===== src/rtl/ppu_mem_ctrl_pkg.sv =====
`default_nettype none
// ----------------------------------------------------------------
// ppu_mem_ctrl_pkg : register map, VRAM address constants, queue entry
// Rev 1.0
// ----------------------------------------------------------------
package ppu_mem_ctrl_pkg;

  localparam logic [2:0]  REG_PPUCTRL    = 3'd0;
  localparam logic [2:0]  REG_PPUSTATUS  = 3'd2;
  localparam logic [2:0]  REG_PPUADDR    = 3'd6;
  localparam logic [2:0]  REG_PPUDATA    = 3'd7;

  localparam logic [13:0] VRAM_ADDR_MASK = 14'h3FFF;
  localparam logic [13:0] VRAM_INC_1     = 14'd1;
  localparam logic [13:0] VRAM_INC_32    = 14'd32;

  typedef struct packed {
    logic [13:0] addr;
    logic [7:0]  data;
  } wr_entry_t;

  // The 14-bit sum already wraps; the mask keeps the intent explicit.
  function automatic logic [13:0] vram_next(input logic [13:0] v, input logic inc32);
    return (v + (inc32 ? VRAM_INC_32 : VRAM_INC_1)) & VRAM_ADDR_MASK;
  endfunction

endpackage
`default_nettype wire


===== src/rtl/ppu_wr_fifo.sv =====
`default_nettype none
// ----------------------------------------------------------------
// ppu_wr_fifo : pending PPU write queue; a push on a pop cycle is accepted even when full
// Rev 1.0
// ----------------------------------------------------------------
module ppu_wr_fifo
  import ppu_mem_ctrl_pkg::*;
#(
  parameter int DEPTH = 4
) (
  input  logic      clk,
  input  logic      rst,
  input  logic      push,
  input  wr_entry_t push_data,
  input  logic      pop,
  output wr_entry_t pop_data,
  output logic      full,
  output logic      empty
);

  localparam int AW = (DEPTH > 1) ? $clog2(DEPTH) : 1;
  localparam int CW = AW + 1;

  wr_entry_t         mem_q [DEPTH];
  logic [AW-1:0]     wptr_q, rptr_q;
  logic [CW-1:0]     cnt_q, cnt_d;
  logic              do_push, do_pop;

  assign full     = (cnt_q == CW'(DEPTH));
  assign empty    = (cnt_q == '0);
  assign do_pop   = pop & ~empty;
  assign do_push  = push & (~full | do_pop);
  assign pop_data = mem_q[rptr_q];

  always_comb begin
    cnt_d = cnt_q;
    case ({do_push, do_pop})
      2'b10:   cnt_d = cnt_q + CW'(1);
      2'b01:   cnt_d = cnt_q - CW'(1);
      default: cnt_d = cnt_q;
    endcase
  end

  // Storage needs no reset; only pointers and occupancy define validity.
  always_ff @(posedge clk) begin
    if (do_push) mem_q[wptr_q] <= push_data;
  end

  always_ff @(posedge clk or negedge rst) begin
    if (!rst) begin
      wptr_q <= '0;
      rptr_q <= '0;
      cnt_q  <= '0;
    end else begin
      if (do_push) wptr_q <= wptr_q + AW'(1);
      if (do_pop)  rptr_q <= rptr_q + AW'(1);
      cnt_q <= cnt_d;
    end
  end

endmodule
`default_nettype wire


===== src/rtl/ppu_mem_ctrl.sv =====
`default_nettype none
// ----------------------------------------------------------------
// ppu_mem_ctrl : $2006 address latch, $2007 write queue and memory write port
// Rev 1.0
// ----------------------------------------------------------------
module ppu_mem_ctrl
  import ppu_mem_ctrl_pkg::*;
#(
  parameter int FIFO_DEPTH = 4
) (
  input  logic        clk,
  input  logic        rst,
  input  logic [2:0]  cpu_addr,
  input  logic [7:0]  cpu_data_in,
  input  logic        cpu_wr_en,
  input  logic        cpu_rd_en,
  input  logic        inc32,
  input  logic        mem_write_allow,
  output logic [15:0] write_addr,
  output logic [7:0]  write_data,
  output logic        write_en,
  output logic        fifo_full,
  output logic        overflow
);

  logic [13:0] v_q, v_d, t_q, t_d;
  logic        w_q, w_d;
  logic        push, pop, q_full, q_empty;
  logic        overflow_q, overflow_d;
  logic [15:0] write_addr_q;
  logic [7:0]  write_data_q;
  logic        write_en_q;
  wr_entry_t   push_entry, pop_entry;

  // A simultaneous read is ignored, so the read branch only runs without a write.
  always_comb begin
    v_d  = v_q;
    t_d  = t_q;
    w_d  = w_q;
    push = 1'b0;
    if (cpu_wr_en) begin
      case (cpu_addr)
        REG_PPUADDR: begin
          if (!w_q) begin
            t_d = {cpu_data_in[5:0], t_q[7:0]};
            w_d = 1'b1;
          end else begin
            t_d = {t_q[13:8], cpu_data_in};
            v_d = t_d;
            w_d = 1'b0;
          end
        end
        REG_PPUDATA: begin
          push = 1'b1;
          v_d  = vram_next(v_q, inc32);
        end
        REG_PPUCTRL: ;
        default: ;
      endcase
    end else if (cpu_rd_en && (cpu_addr == REG_PPUSTATUS)) begin
      w_d = 1'b0;
    end
  end

  assign push_entry = '{addr: v_q, data: cpu_data_in};
  assign pop        = ~q_empty & mem_write_allow;
  assign overflow_d = overflow_q | (push & q_full & ~pop);

  ppu_wr_fifo #(
    .DEPTH(FIFO_DEPTH)
  ) u_fifo (
    .clk      (clk),
    .rst      (rst),
    .push     (push),
    .push_data(push_entry),
    .pop      (pop),
    .pop_data (pop_entry),
    .full     (q_full),
    .empty    (q_empty)
  );

  always_ff @(posedge clk or negedge rst) begin
    if (!rst) begin
      v_q          <= '0;
      t_q          <= '0;
      w_q          <= 1'b0;
      overflow_q   <= 1'b0;
      write_en_q   <= 1'b0;
      write_addr_q <= '0;
      write_data_q <= '0;
    end else begin
      v_q        <= v_d;
      t_q        <= t_d;
      w_q        <= w_d;
      overflow_q <= overflow_d;
      write_en_q <= pop;
      if (pop) begin
        write_addr_q <= {2'b00, pop_entry.addr};
        write_data_q <= pop_entry.data;
      end
    end
  end

  assign write_addr = write_addr_q;
  assign write_data = write_data_q;
  assign write_en   = write_en_q;
  assign fifo_full  = q_full;
  assign overflow   = overflow_q;

endmodule
`default_nettype wire


===== config.mk =====
export PLATFORM = sky130hd
export DESIGN_NAME = ppu_mem_ctrl
export DESIGN_NICKNAME = d
export VERILOG_FILES = /design/src/rtl/ppu_mem_ctrl_pkg.sv /design/src/rtl/ppu_wr_fifo.sv /design/src/rtl/ppu_mem_ctrl.sv
export SDC_FILE = /design/constraint.sdc
export NUM_CORES = 1
export LEC_CHECK = 0
export CAP_MARGIN = 20
export CELL_PAD_IN_SITES_DETAIL_PLACEMENT = 2
export CELL_PAD_IN_SITES_GLOBAL_PLACEMENT = 2
export CORE_ASPECT_RATIO = 1.75
export CORE_UTILIZATION = 45
export CTS_CLUSTER_SIZE = 28
export DETAILED_ROUTE_END_ITERATION = 10
export MAX_ROUTING_LAYER = met4
export PLACE_DENSITY_LB_ADDON = 0.1
export RECOVER_POWER = 100
export SYNTH_ARGS = -nofsm -noshare
export SYNTH_HDL_FRONTEND = slang
export SYNTH_SLANG_ARGS = --single-unit

===== constraint.sdc =====
create_clock -name clk -period 5.9 [get_ports clk]
set_input_delay 0.885 -clock clk [delete_from_list [all_inputs] [get_ports clk]]
set_output_delay 0.885 -clock clk [all_outputs]
set_load 0.005 [all_outputs]

# Word level (Yosys, flattened, before mapping)
# Memory sizes are Yosys's and may differ from the RTL's. A register that Yosys moved wholly into a read port is not among the register bits.
# Index checks and enable logic that the tools add are counted.
dict set report totals {
  reg_bits 30
  out_inout_bits 27
  mem_bits_rw 88
  n_memories 1
  inputBits 17
  elab_cells 54
}
# memory depth word_bits rd rd_clocked_by_memory_dff wr line
set memory_table {}
lappend memory_table {u_fifo.mem_q 4 22 1 1 1 ppu_wr_fifo.sv:24} ;# wr_entry_t mem_q [DEPTH];
dict set report op_classes {
  bitwise_logic 11
  muxes 12
  n_eq_ne 8
  add_sub_neg 5
  n_reduce_logical 9
}
# operator n
set op_table {}
lappend op_table {{14-bit one-hot mux with 2 select lines} 1}
lappend op_table {{14-bit by 6-bit adder with 14-bit output} 1}
lappend op_table {{14-bit 2-to-1 mux} 1}
lappend op_table {{3-bit equality test (second input constant)} 3}
lappend op_table {{1-bit 2-to-1 mux} 8}
lappend op_table {{6-bit 2-to-1 mux} 1}
lappend op_table {{3-bit one-hot mux with 2 select lines} 1}
lappend op_table {{3-bit AND reduction} 2}
lappend op_table {{2-bit nonzero test} 3}
lappend op_table {{1-bit AND} 5}
lappend op_table {{2-bit by 1-bit adder with 2-bit output (second input constant)} 2}
lappend op_table {{1-bit inverter} 4}
lappend op_table {{3-bit by 1-bit adder with 3-bit output (second input constant)} 1}
lappend op_table {{3-bit by 2-bit equality test with 1-bit output (second input constant)} 1}
lappend op_table {{3-bit logical NOT} 1}
lappend op_table {{3-bit by 1-bit subtractor with 3-bit output (second input constant)} 1}
lappend op_table {{2-bit by 1-bit equality test with 1-bit output (second input constant)} 1}
lappend op_table {{2-bit equality test (second input constant)} 1}
lappend op_table {{2-bit by 1-bit inequality test with 1-bit output (second input constant)} 1}
lappend op_table {{2-bit inequality test (second input constant)} 1}
lappend op_table {{1-bit bitwise OR} 2}
lappend op_table {{2-bit AND reduction} 1}
lappend op_table {{1-bit logical AND} 1}
lappend op_table {{1-bit logical NOT} 1}

# Depth between registers and ports, before layout
# Gate-level depths: netlist of the first run.
dict set report logic_depth {
  word_depth 8
  mapped_depth 8
  mapped_depth_nobuf 7
}

# Hierarchy
# Synthesis of the first run repeated with hierarchy kept, for this count alone.
dict set report unflattened {
  cells_unflattened 353
  hier_area_um2 5873.1
}
# module seq_area_each_um2 cells_each area_per_inst_um2 n_inst
set modules_own_cells {}
lappend modules_own_cells {ppu_wr_fifo 2817.7 167 3679.8 1}
lappend modules_own_cells {ppu_mem_ctrl 1126.1 186 2193.4 1}

# Least setup slack after synthesis of the first run
# No wires, ideal clock.
dict set report synth_path {
  path_kind {in2reg}
  start {input cpu_addr[2]}
  end {memory u_fifo.mem_q[0][0] (netlist bit) (enable)}
  n_path_buf 1
  stages 4
  arrival_ns 2.109
  t_required_ns 5.519
  setup_slack_ns 3.411
  path_cell_list {buf_2 > nand4_4 > a21oi_2 > and2_1}
}
dict set report synth_via {
  elab_chain_cells 6
}
# item line
set synth_lines {}
lappend synth_lines {{from (decl)} ppu_mem_ctrl.sv:13} ;# input logic [2:0] cpu_addr,
lappend synth_lines {{3-bit equality test} ppu_mem_ctrl.sv:42} ;# case (cpu_addr)
lappend synth_lines {{1-bit 2-to-1 mux} ppu_mem_ctrl.sv:42}
lappend synth_lines {{1-bit 2-to-1 mux} ppu_mem_ctrl.sv:41} ;# if (cpu_wr_en) begin
lappend synth_lines {{1-bit AND} ppu_wr_fifo.sv:32} ;# assign do_push = push & (~full | do_pop);
lappend synth_lines {{1-bit 2-to-1 mux} ppu_wr_fifo.sv:46} ;# if (do_push) mem_q[wptr_q] <= push_data;
lappend synth_lines {{1-bit 2-to-1 mux (not written as such)} ppu_wr_fifo.sv:46}
lappend synth_lines {{to (decl)} ppu_wr_fifo.sv:24}
# Every way passes these cells.

# Worst setup path after layout of the first run
dict set report layout_path {
  start {input cpu_addr[2]}
  end {memory u_fifo.mem_q[2][3] (netlist bit) (enable)}
}
# The elaborated chain is that of the path after synthesis.

==> summary.txt, run 1 <==
clock latency on the worst-skew pair - 420 ps
Vias - 3495
post-synth top area cell - edfxtp_1
worst r2r src - u_fifo.cnt_q[0]
DIE AREA - 13200 um2
Clock Skews - 11.8 ps
setup slack after layout - 1780 ps
Horiz. Die Dim - 87.3 um
RSZ-0062 raised after global routing - false
Setup TNS Final - 0 ps
die extent in y - 151 um
Max Cap Violations - 1
number of synthesized flops with an enable pin - 88
CP Max Fanout - 17
Worst Hold Class - flip-flop to flip-flop
max-slew violations - 53
IO buf count - 41
Cell variety after synth - 50
R2R setup slack - 2930 ps
DR pass1 iterations - 4
clock sinks - 140
Post-Route WL - 16300 um
FF+latch count, synth - 140
Yosys top cell area share - 46.1%
Hold Path Origin - write_addr[10]
Post-CTS Setup Bufs - 0
worst ir drop on vdd - 0.266 mV
WHS Path Cells - 2
first-pass GRT wire length - 23900 um
Fmax - 243 MHz
initial antenna violation count - 0
Synth Area in Simple Gates - 10.0%
CTS root buf - clkbuf_16
Synth Area in XOR/XNOR - 0.765%
synth warn - 0
Syn Area/Cell - 15.0 um2
Hold EP - write_addr[10]
worst stage delay on the critical path - 940 ps
status - finished, violations left
Synth Area in Compound Gates - 6.27%
CORE AREA - 12400 um2
antenna cells - 0
Critical Path AT - 4140 ps
largest net degree at the start of global routing - 53
synth cell count leaders - edfxtp_1, nand2_1, dfrtp_1
crit path max-delay cell type - clkbuf_1
GRT overflow - 0
power per cell area - 492 nW/um2
Slew headroom - -103%
fin crit period - 4120 ps
clock tree buffer depth - 2
worst r2r dst - u_fifo.mem_q[2][3]
TritonCTS clock tree - done
R2R depth - 4
Synth Area in Adders - 1.88%
Worst setup EP type - flip-flop
Mapped Cells - 382
layout cells sized above 1 - 14.2%
Initial Util - 46.1%
vias in the first global route - 3935
worst-path cell chain - dlygate4sd3_1 -> nand4_1 -> a21oi_1 -> and2_0 -> clkbuf_1
Primary FF master, synth - edfxtp_1
H-Tree Depth - 4
asr flop ratio synth - 37.1%
WS Path Type - primary input to flip-flop
Layout Nets - 457
Inserted Clock Buffers - 17
Post-route DRC - 0
Seq/Total Area, Yosys - 68.9%
row count - 54
Iter 0 DRT Violations - 303
post-CTS resize count - 0
actual slew at the worst max-slew pin - 3040 ps
RD Place Congestion - 0.815
Worst Path Required - 5930 ps
CP Launch Type - primary input
hpwl dp - 9680 um
count leader, synth - edfxtp_1
pre-CTS setup slack - 2220 ps
IO Pins - 44
CTS clk-pin slew, worst paths - 60 ps
DRT antenna net count - 0
violated checks - max-capacitance violations, max-slew violations
Area growth syn-to-layout - 20.3%
DR WL/cell - 26.6 um
mux share of post-synthesis cell area - 10.0%
final worst path period share - 69.8%
gr usage total - 26.8%
P_leak - 2.65 nW
post-synthesis cell area - 5730 um2
hold_buf cts - 0
final hold viol count - 0
Final setup viols - 0
Vias/cell - 5.70
largest family of logic cells by synthesized area - simple AND/OR/NAND/NOR gates
Synth area leaders - edfxtp_1, dfrtp_1, mux4_2
==> worst max path at each step <==
stage	start	end	slack (ps)	cells after the start
3_3_place_gp	cpu_addr[2]	u_fifo.mem_q[0][8]	2420	4
2_1_floorplan	cpu_addr[2]	u_fifo.mem_q[0][0]	3410	4
6_report	cpu_addr[2]	u_fifo.mem_q[2][3]	1780	5
4_1_cts	cpu_addr[2]	u_fifo.mem_q[0][11]	2640	4
3_5_place_dp	cpu_addr[2]	u_fifo.mem_q[0][9]	2220	4
5_1_grt	cpu_addr[2]	u_fifo.mem_q[2][2]	1460	5
==> report_power, final <==
group          internal (mW)  switching (mW)
sequential              1.25           0.203
clock                  0.770           0.423
combinational          0.380           0.367
total                   2.40           0.993
==> critical path: cells and delay by family <==
| kind | cells | cell delay [ps] |
|---|---|---|
| buffers and inverters | 2 | 1620 |
| and+or+nand+nor | 2 | 960 |
| AOI/OAI and AO/OA | 1 | 660 |
==> logic make-up after synthesis <==
family                   Yosys count
buffers and inverters             26
multiplexers                      29
AO/OA/AOI/OAI                     49
other                              1
XOR/XNOR                           5
AND/OR/NAND/NOR                  124
adder cells (fa/ha/maj)            8
flip-flops                       140
==> metrics by stage <==
stage                     utilization [%]  power (mW)  hold WS, ps  instance area (um2)  std cells
final                                55.4        3.39          466                 6890        613
after global routing                 55.4        3.56          498                 6890        613
after CTS                            55.6        3.45          478                 6920        608
after detailed placement             50.4        2.24          461                 6270        576
after global placement               50.4        2.17          458                 6270        576
after floorplan                         -        1.86          466                 5730        383
==> placed cells by master (no fill, tap or decap), types with 3 or more instances in the layout <==
cell and n:
a311oi_1 3, a21oi_1 10, nor2_1 8, a31o_2 3, nand3_1 7, a21o_1 3
nand2_1 81, mux2_2 6, dfrtp_1 52, nor3_1 7, o22ai_1 3, and2_0 4
clkbuf_1 6, o21ai_0 7, dlygate4sd3_1 35, bufinv_16 5, ha_1 7, a31oi_1 7
inv_1 8, xnor2_1 4, mux4_2 22, clkdlybuf4s50_1 5, nor3b_1 3, clkbuf_16 17
edfxtp_1 88, and3_1 9
==> final cells by class <==
class | instances | area [um2]
Tap cell | 168 | 210
Multi-Input combinational cell | 217 | 1610
Fill cell | 1180 | 5540
Clock inverter | 12 | 193
Timing Repair Buffer | 48 | 447
Sequential cell | 140 | 3940
Inverter | 8 | 30.0
Clock buffer | 20 | 457
==> per-layer routing <==
| layer | vias up | track usage [%] | wire length (um) |
|---|---|---|---|
| li1 | 1532 | - | - |
| met1 | 1841 | 30.9 | 6360 |
| met2 | 99 | 45.9 | 9050 |
| met3 | 23 | 5.18 | 524 |
| met4 | 0 | 10.3 | 357 |
| met5 | - | - | 0 |
==> sequential cells by signal, indices dropped and copies added, names as in the netlist <==
signal / count
overflow: 1
write_addr: 14
write_en: 1
t_q: 6
u_fifo.cnt_q: 3
u_fifo.rptr_q: 2
v_q: 14
w_q: 1
write_data: 8
u_fifo.wptr_q: 2
u_fifo.mem_q: 88
No activity file was read; power rests on OpenSTA's default activity.
==> inputs of run 2 (changes only) <==
--- a/config.mk
+++ b/config.mk
@@ -9,7 +9,7 @@
 export CELL_PAD_IN_SITES_DETAIL_PLACEMENT = 2
 export CELL_PAD_IN_SITES_GLOBAL_PLACEMENT = 2
 export CORE_ASPECT_RATIO = 1.75
-export CORE_UTILIZATION = 45
+export CORE_UTILIZATION = 38
 export CTS_CLUSTER_SIZE = 28
 export DETAILED_ROUTE_END_ITERATION = 10
 export MAX_ROUTING_LAYER = met4
==> constraint.sdc (replaced) <==
create_clock -name clk -period 3.5 [get_ports clk]
set_input_delay 0.525 -clock clk [delete_from_list [all_inputs] [get_ports clk]]
set_output_delay 0.525 -clock clk [all_outputs]
set_load 0.005 [all_outputs]
==> summary.txt, run 2 (synthesized netlist as in run 1, its figures left out) <==
WHS Path Cells - 1
WL met3 - 386 um
H-Tree Depth - 4
Vias - 3424
most common cell after layout, fill and taps aside - edfxtp_1
Iter 0 DRT Violations - 106
worst-path cell chain - dlygate4sd3_1 -> nand4_4 -> a21oi_1 -> and2_1 -> clkbuf_2
Largest register FFs - 88
DIE AREA - 15600 um2
Worst Hold Class - flip-flop to flip-flop
first-pass GRT wire length - 22400 um
hold_buf cts - 0
final worst path period share - 79.7%
worst r2r dst - write_data[2]
clock latency on the worst-skew pair - 410 ps
IO buf count - 41
worst ir drop on vdd - 0.314 mV
vias in the first global route - 3894
IO Pins - 44
antenna cells - 0
fin crit period - 2790 ps
Slew headroom - -29.7%
status - finished, violations left
Horiz. Die Dim - 94.8 um
violated checks - max-capacitance violations, max-slew violations
GRT overflow - 0
Worst setup EP type - flip-flop
Metal-1 WL - 5330 um
actual slew at the worst max-slew pin - 1950 ps
RD Place Congestion - 0.788
Inserted Clock Buffers - 17
Vias/cell - 5.42
R2R setup slack - 1170 ps
met2 wire len - 7870 um
clock sinks - 140
Layout Nets - 461
row count - 59
final hold viol count - 0
Cells after DPL - 598
CP Launch Point - cpu_addr[2]
DR pass1 iterations - 4
clock tree buffer depth - 2
WS Path Type - primary input to flip-flop
Setup TNS Final - 0 ps
Post-Route WL - 14000 um
hold_ws - 471 ps
Util after Layout - 46.6%
DP Area - 6340 um2
power per cell area - 779 nW/um2
Area growth syn-to-layout - 20.2%
Max Cap Violations - 1
RSZ-0062 raised after global routing - false
worst stage delay on the critical path - 720 ps
most frequent cells in the layout - edfxtp_1, nand2_1, dfrtp_1
Worst Path Required - 3540 ps
CTS root buf - clkbuf_16
Initial Util - 38.8%
Post-CTS Setup Bufs - 0
CP Launch Type - primary input
DRT antenna net count - 0
TritonCTS clock tree - done
Critical Path AT - 2830 ps
Post-route DRC - 0
hpwl dp - 9410 um
multi-input logic area - 1620 um2
FF+latch area - 3940 um2
gr usage total - 20.5%
initial antenna violation count - 0
Hold Path Origin - overflow
crit path max-delay cell type - dlygate4sd3_1
Overall Power - 5.36 mW
setup slack after layout - 710 ps
Biggest register - u_fifo.mem_q
Hold EP - overflow
Final setup viols - 0
die extent in y - 164 um
largest net degree at the start of global routing - 34
pre-CTS setup slack - 621 ps
Clock Skews - 9.53 ps
post-CTS resize count - 0
CP Max Fanout - 22
R2R depth - 5
CORE AREA - 14800 um2
P_leak - 2.65 nW
DR WL/cell - 22.1 um
layout cells sized above 1 - 15.8%
Cell Count, Final, Fillers Out - 632
Finished Cell Area - 6880 um2
# fillers - 1440
Fmax - 358 MHz
CTS clk-pin slew, worst paths - 50 ps
top layer reached by signal wires - met4
worst r2r src - u_fifo.cnt_q[0]
max-slew violations - 34
run 2: changes by cell type in the layout (fill, tap and decap cells not counted), sizes merged:
cell,delta
clkinv,+5
buf,+4
bufinv,-4
clkinvlp,-1
run 2: how the worst max path moves through the flow:
| stage | end | slack (ps) |
|---|---|---|
| 3_3_place_gp | u_fifo.cnt_q[2] | 710 |
| 2_1_floorplan | u_fifo.mem_q[0][0] | 1370 |
| 4_1_cts | u_fifo.cnt_q[1] | 1060 |
| 5_1_grt | u_fifo.mem_q[1][12] | 520 |
| 6_report | u_fifo.mem_q[2][10] | 710 |
| 3_5_place_dp | u_fifo.cnt_q[2] | 620 |
run 2: final cells by class:
class	count	share of cell area, %
Multi-Input combinational cell	217	23.6
Inverter	8	0.436
Clock inverter	12	1.40
Clock buffer	20	6.64
Sequential cell	140	57.3
Timing Repair Buffer	52	7.29
Tap cell	183	3.33
run 2: worst max-delay path, delay by kind of cell:
kind	cells	cell delay (ps)
AOI/OAI and AO/OA	1	570
and+or+nand+nor	2	460
buffers and inverters	2	1250
run 2: power by group:
group	total [mW]	switching, mW	internal (mW)	leakage, nW
clock network	1.69	0.679	1.01	0.281
registers	2.39	0.291	2.10	1.42
logic	1.28	0.611	0.667	0.952
total	5.36	1.58	3.78	2.65
run 2: layer usage:
metal  up-vias  global-route usage (%)
met5         -                       -
met2        72                    35.6
li1       1536                       -
met1      1794                    22.8
met4         0                    8.54
met3        22                    3.73
==> inputs of run 3 (changes only) <==
==> constraint.sdc (replaced) <==
create_clock -name clk -period 2.4 [get_ports clk]
set_input_delay 0.36 -clock clk [delete_from_list [all_inputs] [get_ports clk]]
set_output_delay 0.36 -clock clk [all_outputs]
set_load 0.005 [all_outputs]
==> summary.txt, run 3 (synthesized netlist as in run 1, its figures left out) <==
status - finished clean
Worst Path Required - 2700 ps
Final setup viols - 0
worst r2r src - u_fifo.cnt_q[0]
initial antenna violation count - 0
Hold Path Origin - overflow
clock tree buffer depth - 2
Post-route DRC - 0
most frequent cells in the layout - edfxtp_1, nand2_1, dfrtp_1
Worst setup EP type - flip-flop
CP Buf/Inv Count - 3
Setup TNS Final - 0 ps
layout cells sized above 1 - 18.0%
die extent in y - 164 um
IO buf count - 41
most common cell after layout, fill and taps aside - edfxtp_1
hpwl dp - 9590 um
worst stage delay on the critical path - 880 ps
Int Pwr - 5.79 mW
R2R depth - 5
Sw Share - 29.1%
Initial Util - 38.8%
WS Path Type - primary input to flip-flop
H-Tree Depth - 4
Biggest register - u_fifo.mem_q
final hold viol count - 0
CP top delay family - buffers and inverters
DIE AREA - 15600 um2
first-pass GRT wire length - 22900 um
CORE AREA - 14800 um2
DRT antenna net count - 0
final worst path period share - 87.5%
power per cell area - 1150 nW/um2
P_leak - 2.73 nW
CP Max Fanout - 24
RSZ-0062 raised after global routing - false
antenna cells - 0
DR pass1 iterations - 5
Vias/cell - 5.50
DR WL/cell - 22.6 um
R2R setup slack - 360 ps
Area growth syn-to-layout - 23.9%
clock latency on the worst-skew pair - 420 ps
fin crit period - 2100 ps
largest net degree at the start of global routing - 30
Critical Path AT - 2400 ps
Cells after DPL - 610
TritonCTS clock tree - done
CTS root buf - clkbuf_16
max-slew violations - 0
vias in the first global route - 3996
Slew headroom - 4.35%
Inserted Clock Buffers - 17
Clk pwr share - 34.0%
Clock Skews - 7.70 ps
IO Pins - 44
crit path max-delay cell type - clkbuf_1
Post-CTS Setup Bufs - 0
RD Place Congestion - 0.833
Fmax - 476 MHz
actual slew at the worst max-slew pin - 1430 ps
worst ir drop on vdd - 0.526 mV
row count - 59
Largest register FFs - 88
Post-Route WL - 14600 um
Horiz. Die Dim - 94.8 um
CP Launch Type - primary input
Max Cap Violations - 0
worst-path cell chain - clkdlybuf4s50_1 -> o31ai_4 -> inv_2 -> clkbuf_1 -> nand2_1 -> xnor2_1
Worst Hold Class - flip-flop to flip-flop
combinational share of power - 23.1%
Iter 0 DRT Violations - 108
Hold EP - overflow
Reg power frac - 42.9%
switching power - 2.38 mW
Layout Nets - 472
Vias - 3535
CTS clk-pin slew, worst paths - 60 ps
clock sinks - 140
Cell Count, Final, Fillers Out - 643
WHS Path Cells - 1
GRT overflow - 0
worst r2r dst - u_fifo.rptr_q[1]
post-CTS resize count - 0
gr usage total - 21.5%
-- run 3: cell count changes in the layout (fill, tap and decap cells not counted), sizes merged --
cell | previous run | this run
clkinvlp | 0 | 3
bufinv | 1 | 3
buf | 7 | 17
inv | 8 | 11
clkinv | 11 | 3
dlygate4sd3 | 35 | 36
-- run 3: worst max-delay path by stage --
stage,cells past startpoint,end,slack (ps),start
floorplan,4,u_fifo.mem_q[0][0],440,cpu_addr[2]
global placement,6,v_q[11],150,cpu_addr[2]
detailed placement,8,u_fifo.cnt_q[2],3,mem_write_allow
CTS,2,fifo_full,250,u_fifo.cnt_q[0]
global route,6,u_fifo.rptr_q[1],120,mem_write_allow
finish,6,u_fifo.rptr_q[1],300,mem_write_allow
-- run 3: final cells by class --
type	instances	area [um2]
Clock buffer	20	468
Clock inverter	12	159
Fill cell	1415	7670
Inverter	8	30.0
Multi-Input combinational cell	217	1630
Sequential cell	140	3940
Tap cell	183	229
Timing Repair Buffer	63	633
-- run 3: per-stage QoR --
| stage | setup slack (ps) | utilization, % | hold slack, ps | area, um2 | power (mW) |
|---|---|---|---|---|---|
| CTS | 251 | 48.4 | 480 | 7140 | 8.40 |
| detailed placement | 3.28 | 44.1 | 411 | 6500 | 5.55 |
| finish | 299 | 48.1 | 468 | 7090 | 8.17 |
| floorplan | 436 | - | 64.4 | 5730 | 4.58 |
| global placement | 146 | 44.1 | 396 | 6500 | 5.43 |
| global route | 120 | 48.1 | 497 | 7090 | 8.61 |
-- run 3: power by group through the flow --
| stage | clock network, mW | logic [mW] | registers, mW |
|---|---|---|---|
| finish | 2.78 | 1.89 | 3.50 |
| detailed placement | 0 | 2.00 | 3.55 |
| global route | 2.94 | 2.11 | 3.57 |
| global placement | 0 | 1.93 | 3.50 |
| floorplan | 0 | 1.19 | 3.39 |
| CTS | 2.85 | 2.04 | 3.52 |
-- run 3: per-layer routing --
metal	share of wire, %	routed length, um	vias to the layer above	GRT usage (%)
met5	0	0	-	-
met4	2.7	386	0	9.44
met3	2.9	419	30	3.64
met2	57	8300	83	39.1
met1	37	5440	1864	22.4
li1	-	-	1558	-
-- run 3: repair_timing --
action                     CTS  global route
hold buffers                 1             0
hold endpoints to repair    23             0
setup endpoints to repair    0             0
